`src/rtl/vga_buf_pkg.sv`:
```
// Shared definitions for the VGA pixel-BRAM write arbiter.
// Contents: display-mode encodings, arbiter state encodings, frame sizes and small helpers.
package vga_buf_pkg;

    localparam logic [1:0] MODE_RF   = 2'b00;  // rangefinder plotter only
    localparam logic [1:0] MODE_DISP = 2'b01;  // disparity writer only
    localparam logic [1:0] MODE_BOTH = 2'b10;  // both, round-robin (2'b11 behaves the same)

    localparam logic [0:0] ST_CLEAR = 1'b0;
    localparam logic [0:0] ST_ARB   = 1'b1;

    localparam int unsigned VGA_FRAME_WORDS  = 307200;  // 640*480
    localparam int unsigned DISP_FRAME_WORDS = 110592;  // 384*288

    // req0 is served in every mode except disparity-only.
    function automatic logic mode_en0(input logic [1:0] mode);
        return mode != MODE_DISP;
    endfunction

    // req1 is served in every mode except rangefinder-only.
    function automatic logic mode_en1(input logic [1:0] mode);
        return mode != MODE_RF;
    endfunction

    function automatic logic [15:0] sat_inc16(input logic [15:0] cnt);
        return (cnt == 16'hFFFF) ? cnt : cnt + 16'd1;
    endfunction

endpackage

```
`src/rtl/vga_clear_seq.sv`:
```
// Frame-clear sequencer: address counter plus busy/done flags.
// Ports:
//   clk_i, reset_ni  clock, asynchronous active-low reset
//   active_i         arbiter is in the clear state; one clear write issues this cycle
//   restart_i        restart the clear at address 0 (this cycle issues address 0)
//   enter_i          arbiter leaves ARB for CLEAR at the next edge
//   issue_addr_o     address of the clear write issued this cycle
//   last_o           this cycle issues the final frame word
//   busy_o, done_o   registered clear-in-progress flag and one-cycle completion pulse
module vga_clear_seq
    import vga_buf_pkg::*;
#(
    parameter int unsigned ADDR_W      = 19,
    parameter int unsigned FRAME_WORDS = VGA_FRAME_WORDS
) (
    input  logic              clk_i,
    input  logic              reset_ni,
    input  logic              active_i,
    input  logic              restart_i,
    input  logic              enter_i,
    output logic [ADDR_W-1:0] issue_addr_o,
    output logic              last_o,
    output logic              busy_o,
    output logic              done_o
);

    localparam logic [ADDR_W-1:0] LastAddr = ADDR_W'(FRAME_WORDS - 1);

    logic [ADDR_W-1:0] addr_q, addr_d;
    logic              busy_q, busy_d;
    logic              done_q, done_d;

    always_comb begin
        issue_addr_o = restart_i ? '0 : addr_q;
        last_o       = active_i && (issue_addr_o == LastAddr);
        // Counter idles at zero outside a clear so every clear starts from address 0.
        addr_d       = '0;
        if (active_i && !last_o) begin
            addr_d = issue_addr_o + ADDR_W'(1);
        end
        busy_d = enter_i || (active_i && !last_o);
        done_d = last_o;
    end

    always_ff @(posedge clk_i or negedge reset_ni) begin
        if (!reset_ni) begin
            addr_q <= '0;
            busy_q <= 1'b1;
            done_q <= 1'b0;
        end else begin
            addr_q <= addr_d;
            busy_q <= busy_d;
            done_q <= done_d;
        end
    end

    assign busy_o = busy_q;
    assign done_o = done_q;

endmodule

```
`src/rtl/vga_buf_arbiter.sv`:
```
// Shares the VGA pixel-BRAM write port between the rangefinder plotter (req0) and the disparity
// writer (req1), and sequences frame clears on reset, on clear_start_i and on mode change.
// Ports:
//   clk_i, reset_ni               100 MHz clock, asynchronous active-low reset
//   mode_i                        00 req0 only, 01 req1 only, 1x both round-robin
//   clear_start_i                 one-cycle pulse: start/restart a frame clear
//   r{0,1}_valid_i/ready_o/addr_i/data_i   write request handshakes
//   bram_en_o/addr_o/din_o        registered BRAM port A write
//   clear_busy_o, clear_done_o    clear in progress, pulse on final clear write
// Optional: define ARB_STATS_EN to add saturating 16-bit write/drop counters per requester.
module vga_buf_arbiter
    import vga_buf_pkg::*;
#(
    parameter int unsigned        ADDR_W      = 19,
    parameter int unsigned        DATA_W      = 8,
    parameter int unsigned        FRAME_WORDS = VGA_FRAME_WORDS,
    parameter logic [DATA_W-1:0]  CLEAR_VAL   = '0
) (
    input  logic              clk_i,
    input  logic              reset_ni,
    input  logic [1:0]        mode_i,
    input  logic              clear_start_i,
    input  logic              r0_valid_i,
    output logic              r0_ready_o,
    input  logic [ADDR_W-1:0] r0_addr_i,
    input  logic [DATA_W-1:0] r0_data_i,
    input  logic              r1_valid_i,
    output logic              r1_ready_o,
    input  logic [ADDR_W-1:0] r1_addr_i,
    input  logic [DATA_W-1:0] r1_data_i,
    output logic              bram_en_o,
    output logic [ADDR_W-1:0] bram_addr_o,
    output logic [DATA_W-1:0] bram_din_o,
    output logic              clear_busy_o,
    output logic              clear_done_o
`ifdef ARB_STATS_EN
    ,
    output logic [15:0]       r0_wr_cnt_o,
    output logic [15:0]       r1_wr_cnt_o,
    output logic [15:0]       r0_drop_cnt_o,
    output logic [15:0]       r1_drop_cnt_o
`endif
);

    logic [0:0]        state_q, state_d;
    logic [1:0]        mode_q;
    logic              last1_q, last1_d;  // 1: req1 was granted last
    logic              bram_en_q, bram_en_d;
    logic [ADDR_W-1:0] bram_addr_q, bram_addr_d;
    logic [DATA_W-1:0] bram_din_q, bram_din_d;

    logic              in_arb, en0, en1, gnt0, gnt1, enter_clr, restart_clr;
    logic [ADDR_W-1:0] clr_addr;
    logic              clr_last;

    always_comb begin
        in_arb      = (state_q == ST_ARB);
        en0         = mode_en0(mode_i);
        en1         = mode_en1(mode_i);
        // On a tie the requester not granted last wins.
        gnt0        = in_arb && en0 && r0_valid_i && (!(en1 && r1_valid_i) || last1_q);
        gnt1        = in_arb && en1 && r1_valid_i && (!(en0 && r0_valid_i) || !last1_q);
        // A disabled requester is always accepted in ARB and its data discarded.
        r0_ready_o  = gnt0 || (in_arb && !en0);
        r1_ready_o  = gnt1 || (in_arb && !en1);
        enter_clr   = in_arb && (clear_start_i || (mode_i != mode_q));
        restart_clr = !in_arb && clear_start_i;

        state_d = state_q;
        if (!in_arb && clr_last) begin
            state_d = ST_ARB;
        end else if (enter_clr) begin
            state_d = ST_CLEAR;
        end

        last1_d = last1_q;
        if (gnt0) begin
            last1_d = 1'b0;
        end else if (gnt1) begin
            last1_d = 1'b1;
        end

        bram_en_d   = 1'b0;
        bram_addr_d = bram_addr_q;
        bram_din_d  = bram_din_q;
        if (!in_arb) begin
            bram_en_d   = 1'b1;
            bram_addr_d = clr_addr;
            bram_din_d  = CLEAR_VAL;
        end else if (gnt0) begin
            bram_en_d   = 1'b1;
            bram_addr_d = r0_addr_i;
            bram_din_d  = r0_data_i;
        end else if (gnt1) begin
            bram_en_d   = 1'b1;
            bram_addr_d = r1_addr_i;
            bram_din_d  = r1_data_i;
        end
    end

    always_ff @(posedge clk_i or negedge reset_ni) begin
        if (!reset_ni) begin
            state_q     <= ST_CLEAR;
            mode_q      <= MODE_RF;
            last1_q     <= 1'b1;
            bram_en_q   <= 1'b0;
            bram_addr_q <= '0;
            bram_din_q  <= '0;
        end else begin
            state_q     <= state_d;
            mode_q      <= mode_i;
            last1_q     <= last1_d;
            bram_en_q   <= bram_en_d;
            bram_addr_q <= bram_addr_d;
            bram_din_q  <= bram_din_d;
        end
    end

    vga_clear_seq #(
        .ADDR_W      (ADDR_W),
        .FRAME_WORDS (FRAME_WORDS)
    ) u_clear_seq (
        .clk_i        (clk_i),
        .reset_ni     (reset_ni),
        .active_i     (!in_arb),
        .restart_i    (restart_clr),
        .enter_i      (enter_clr),
        .issue_addr_o (clr_addr),
        .last_o       (clr_last),
        .busy_o       (clear_busy_o),
        .done_o       (clear_done_o)
    );

    assign bram_en_o   = bram_en_q;
    assign bram_addr_o = bram_addr_q;
    assign bram_din_o  = bram_din_q;

`ifdef ARB_STATS_EN
    logic [15:0] r0_wr_q, r1_wr_q, r0_drop_q, r1_drop_q;
    logic        drop0, drop1;

    assign drop0 = in_arb && !en0 && r0_valid_i;
    assign drop1 = in_arb && !en1 && r1_valid_i;

    always_ff @(posedge clk_i or negedge reset_ni) begin
        if (!reset_ni) begin
            r0_wr_q   <= '0;
            r1_wr_q   <= '0;
            r0_drop_q <= '0;
            r1_drop_q <= '0;
        end else if (clear_start_i) begin
            r0_wr_q   <= '0;
            r1_wr_q   <= '0;
            r0_drop_q <= '0;
            r1_drop_q <= '0;
        end else begin
            if (gnt0)  r0_wr_q   <= sat_inc16(r0_wr_q);
            if (gnt1)  r1_wr_q   <= sat_inc16(r1_wr_q);
            if (drop0) r0_drop_q <= sat_inc16(r0_drop_q);
            if (drop1) r1_drop_q <= sat_inc16(r1_drop_q);
        end
    end

    assign r0_wr_cnt_o   = r0_wr_q;
    assign r1_wr_cnt_o   = r1_wr_q;
    assign r0_drop_cnt_o = r0_drop_q;
    assign r1_drop_cnt_o = r1_drop_q;
`endif

endmodule

```
`config.mk`:
```
export PLATFORM = sky130hd
export DESIGN_NAME = vga_buf_arbiter
export DESIGN_NICKNAME = d
export VERILOG_FILES = /design/src/rtl/vga_buf_pkg.sv /design/src/rtl/vga_clear_seq.sv /design/src/rtl/vga_buf_arbiter.sv
export SDC_FILE = /design/constraint.sdc
export NUM_CORES = 1
export LEC_CHECK = 0
export CELL_PAD_IN_SITES_DETAIL_PLACEMENT = 0
export CELL_PAD_IN_SITES_GLOBAL_PLACEMENT = 1
export CORE_UTILIZATION = 31
export DETAILED_ROUTE_END_ITERATION = 6
export PLACE_DENSITY_LB_ADDON = 0.08
export SYNTH_ARGS = -nofsm -noshare
export SYNTH_HDL_FRONTEND = slang
export SYNTH_SLANG_ARGS = --single-unit
```
`constraint.sdc`:
```
create_clock -name clk_i -period 2.3 [get_ports clk_i]
set_input_delay 0.345 -clock clk_i [delete_from_list [all_inputs] [get_ports clk_i]]
set_output_delay 0.345 -clock clk_i [all_outputs]
set_load 0.1 [all_outputs]
```
==> Word-level counts from Yosys, hierarchy flattened <==
Index checks and enable logic that the tools add are counted.
{ "word_totals": {"ff_bits": 53, "output_inout_bits": 32} }
{ "op_classes": {"add_sub_neg": 1, "n_eq_ne": 4, "muxes": 15, "n_reduce_logical": 31} }
{ "op_table": {"columns": ["cell", "n"], "rows": [
  ["19-bit 2-to-1 mux", 5],
  ["8-bit 2-to-1 mux", 3],
  ["19-bit by 1-bit adder with 19-bit output, second input constant", 1],
  ["19-bit == test, second input constant", 1],
  ["1-bit logical AND", 15],
  ["1-bit zero test", 7],
  ["1-bit 2-to-1 mux", 7],
  ["1-bit logical OR", 6],
  ["2-bit nonzero test", 3],
  ["3-bit by 1-bit inequality test with 1-bit output, second input constant", 1],
  ["2-bit by 1-bit inequality test with 1-bit output, second input constant", 1],
  ["2-bit inequality test", 1]
]} }

==> Logic depth before layout (Yosys ltp) <==
{ "depth": {"depth_word": 8, "depth_mapped": 10, "ltp_nobuf": 8} }

==> Modules after synthesis <==
A second synthesis with hierarchy kept.
{ "unflattened": {"hier_cells": 268, "hier_area_um2": 2911.5} }
{ "by_module_without_submodules": {"columns": ["module", "n_inst", "cells_each", "area_each_um2", "seq_area_each_um2"], "rows": [
  ["vga_buf_arbiter", 1, 145, 1680.4, 802.0],
  ["vga_clear_seq", 1, 123, 1231.2, 526.8]
]} }

==> Worst setup path before layout <==
OpenSTA, ideal clock, no wires.
{ "synth_timing": {"kind": "flip-flop to output port", "from": "reg state_q, in the netlist in_arb", "to": "out r0_ready_o", "t_arrival_ns": 2.664, "required_ns": 1.955, "setup_slack_ns": -0.709, "stages_incl_launch_ff": 4, "cell_sequence": "dfrtp_1 -> buf_2 -> inv_1 -> o21ai_0"} }
{ "synth_via": {"elab_chain_cells": 4, "word_cells_on_any_way": 5, "cone_classes": "reduce/logical: 5"} }
{ "synth_lines": {"columns": ["item", "line_no", "text"], "rows": [
  ["start: declaration", "vga_buf_arbiter.sv:45", "logic [0:0] state_q, state_d;"],
  ["start signal: assignment", "vga_buf_arbiter.sv:110", "state_q <= state_d;"],
  ["1-bit logical AND (3 in a row)", "vga_buf_arbiter.sv:61", "gnt0 = in_arb && en0 && r0_valid_i && (!(en1 && r1_valid_i) || last1_q);"],
  ["1-bit logical OR (*)", "vga_buf_arbiter.sv:64", "r0_ready_o = gnt0 || (in_arb && !en0);"],
  ["end: declaration", "vga_buf_arbiter.sv:24", "output logic r0_ready_o,"]
]} }
Mark *: on every way between the ends. The rest lies on a longest branch, timed or not.

==> Final worst setup path <==
{ "layout_timing": {"from": "reg state_q, in the netlist in_arb", "to": "reg bram_addr_q[10], in the netlist bram_addr_o[10]"} }
{ "layout_via": {"elab_chain_cells": 5, "word_cells_on_any_way": 12, "cone_classes": "eq/ne: 1; mux: 3; reduce/logical: 8"} }
{ "layout_lines": {"columns": ["item", "line_no", "text"], "rows": [
  ["1-bit logical AND (3 in a row)", "vga_buf_arbiter.sv:61", null],
  ["19-bit 2-to-1 mux", "vga_buf_arbiter.sv:90", "end else if (gnt0) begin"],
  ["19-bit 2-to-1 mux", "vga_buf_arbiter.sv:86", "if (!in_arb) begin"],
  ["end signal: assignment", "vga_buf_arbiter.sv:114", "bram_addr_q <= bram_addr_d;"],
  ["end: declaration", "vga_buf_arbiter.sv:49", "logic [ADDR_W-1:0] bram_addr_q, bram_addr_d;"]
]} }
Several ways; a longest one is shown, not always the timed one.
A chain may end at the register's enable or synchronous reset.

==> flow_metrics.py <==
metrics = {
    "timing": {
        "setup_slack_ps": 188,
        "setup_violations": 0,
        "period_share": 0.918,
        "fin_crit_ps": 2110,
        "slew_violations": 0,
        "tightestPinTransition_ps": 654,
        "relSlewSlack": 0.564,
        "finalHoldViolCount": 0,
        "rsz0062_at_grt": "no",
        "clock_skew_ps": 8.38,
        "fmax_mhz": 473,
    },
    "cts": {
        "post-cts-setup-buffers": 0,
        "htreeDepth": 2,
        "clk_latency_ps": 310,
        "clock-sinks": 53,
        "cts_tree": "done",
        "cts_buffers": 5,
        "clk_pin_slew_ps": 100,
        "cts_buffer_depth": 2,
        "cts_root_buf": "clkbuf_8",
    },
    "place": {
        "gp_routability_congestion": 0.809,
        "dp_hpwl_mm": 5.63,
        "place.port_buffers": 92,
        "post-place-ws_ps": -233,
    },
    "setup_path": {
        "cp_common_cell": "buf_4",
        "path_max_fanout": 34,
        "critPathLaunchType": "register",
        "crit_type": "reg -> reg",
        "crit_chain": "buf_4, inv_1, or3_1, buf_4, a32oi_1, o21ai_0",
        "crit_family": "buffers and inverters",
        "critPathArrivalTime_ps": 2300,
        "required_ps": 2490,
        "crit_buf_inv": 3,
        "cp_slowest_cell": "or3_1",
        "critPathMaxStageDelay_ps": 490,
        "end_kind": "register",
    },
    "finish": {
        "drive_above_1_share": 0.179,
        "area_growth_pct": 43.7,
        "diodes": 0,
        "multi_input_area_um2": 1270,
        "fill_cells": 847,
        "fin_util": 0.466,
        "register_area_um2": 1330,
        "nNetsFinal": 429,
    },
    "detailed_routing": {
        "drtAntennaViolNets": 0,
        "via_per_inst": 5.11,
        "wl_mm": 7.76,
        "drt_drc_violations_left": 0,
        "dr.pass1.iters": 4,
        "drt-initial-drc-count": 105,
        "via_count": 2419,
        "wire_per_inst_um": 16.4,
    },
    "synthesis": {
        "synthesis.area_um2": 2700,
        "ys_seq_elements": 53,
        "synth_top_area_cell": "dfrtp_1",
        "syn_inst": 263,
        "netlist_top_cells_area": "dfrtp_1, mux2i_1, a32oi_1, o21ai_0, nor2_1",
        "synth.distinct_cells": 36,
        "yosysSeqAreaShare": 0.491,
        "yosys_warnings": 0,
        "synth_area_per_cell_um2": 10.3,
        "syn_nets": 325,
        "synth_top_area_share": 0.472,
    },
    "global_routing": {
        "antenna_found_initial": 0,
        "grt_pass1_vias": 2425,
        "track_usage": 0.181,
        "grt_max_degree": 35,
        "grt_pass1_wl_mm": 12.5,
        "gr-total-overflow": 0,
    },
    "floorplanning": {
        "die_area_um2": 9100,
        "ioPinCount": 93,
        "core_area_um2": 8340,
        "rows": 33,
        "die_height_um": 95.4,
        "start_util": 0.324,
        "die_x_um": 95.4,
    },
    "status": {
        "status": "completed",
    },
    "power": {
        "powerDensity_nw_per_um2": 447,
        "vdd_ir_drop_max_mv": 0.294,
        "p_leak_nw": 1.80,
    },
    "min_path": {
        "hold_class": "in -> async",
    },
    "job": {
        "maxCapViolCount": 0,
    },
}
-- report_power, final --
group	leakage (nW)	switching [mW]	internal, mW	total [mW]
logic	1.05	0.106	0.129	0.236
clock network	0.0374	0.327	0.216	0.543
registers	0.716	0.0135	0.946	0.959
total	1.80	0.447	1.29	1.74
-- cells in the final DEF, fill, tap and decap left out, types with 8 or more instances in the layout --
cell and count:
a32oi_1 15, buf_4 50, clkdlybuf4s50_1 58, dfrtp_1 51, mux2i_1 23, nand2_1 10, nand3_1 13, nor2_1 20
nor2b_1 8, o21ai_0 22, xnor2_1 8, xor2_1 8
-- registers in the layout, indices dropped and copies added (netlist names) --
signal	count
u_clear_seq.done_o	1
u_clear_seq.addr_q	19
last1_q	1
bram_din_o	8
mode_q	2
u_clear_seq.busy_o	1
in_arb	1
bram_en_o	1
bram_addr_o	19
-- cells by family after synthesis --
logic type	count (synthesis)	synth area share
multiplexers	23	0.0851
adder cells (fa/ha/maj)	1	0.00463
buffers and inverters	21	0.0403
AND/OR/NAND/NOR	92	0.186
flip-flops	53	0.491
AO/OA/AOI/OAI	57	0.141
XOR/XNOR	16	0.0518
-- synth_stat cells, drive strengths merged --
library cell	n
nor4	4
inv	4
mux2i	23
clkbuf	8
nor3b	6
and2	6
dfstp	2
buf	9
nand2	10
a32oi	15
nand4	4
xor2	8
nor4bb	2
a21oi	6
a21o	1
a32o	1
o21ai	25
a221o	5
or4	1
ha	1
nor3	6
nand3	13
and3	4
a31oi	3
nor2	20
nand2b	3
nor2b	8
or4b	1
or3	3
o221ai	1
xnor2	8
dfrtp	51
and4	1
-- routing by layer --
| metal | share of wire | routed length [µm] | GRT usage | up-vias |
|---|---|---|---|---|
| li1 | - | - | - | 1173 |
| met1 | 0.45 | 3490 | 0.231 | 1152 |
| met2 | 0.47 | 3650 | 0.315 | 88 |
| met3 | 0.073 | 569 | 0.0375 | 6 |
| met4 | 0.0066 | 51 | 0.0348 | 0 |
| met5 | 0 | 0 | 0 | - |
-- worst paths after layout --
check	endpoint	cells after the start	slack, ps	startpoint
worst min register to register	bram_din_o[1]$_DFFE_PN0P_	2	520	bram_din_o[1]$_DFFE_PN0P_
min in group clk_i	bram_din_o[1]$_DFFE_PN0P_	2	520	bram_din_o[1]$_DFFE_PN0P_
max in group asynchronous	u_clear_seq.busy_o$_DFF_PN1_	2	1580	reset_ni
worst max register to register	bram_addr_o[10]$_DFFE_PN0P_	6	190	in_arb$_DFFE_PN0P_
worst min-delay path	bram_en_o$_DFF_PN0_	1	50	reset_ni
worst max-delay path	bram_addr_o[10]$_DFFE_PN0P_	6	190	in_arb$_DFFE_PN0P_
-- stage by stage --
step / std cells / hold slack, ps / cell area (µm²) / setup TNS, ps / power, mW
after global placement: 465 / 405 / 3800 / -2080 / 1.22
after floorplan: 263 / 49.4 / 2710 / 0 / 1.05
after global routing: 473 / 93.7 / 3890 / 0 / 1.82
after CTS: 473 / 59.7 / 3880 / 0 / 1.77
final: 473 / 48.8 / 3890 / 0 / 1.74
after detailed placement: 465 / 401 / 3800 / -3370 / 1.22
-- what timing repair did --
action	CTS	global route
gates resized for setup	0	1
setup endpoints to repair	0	9
hold buffers	0	0
-- final cells by class --
type,count,share of cell area
repair buffers,114,0.271
inverters,4,0.00386
flip-flops and latches,53,0.342
multi-input cells,189,0.327
well taps,105,0.0338
clock inverters,2,0.00386
clock buffers,6,0.0187
(Power assumes the default switching activity.)
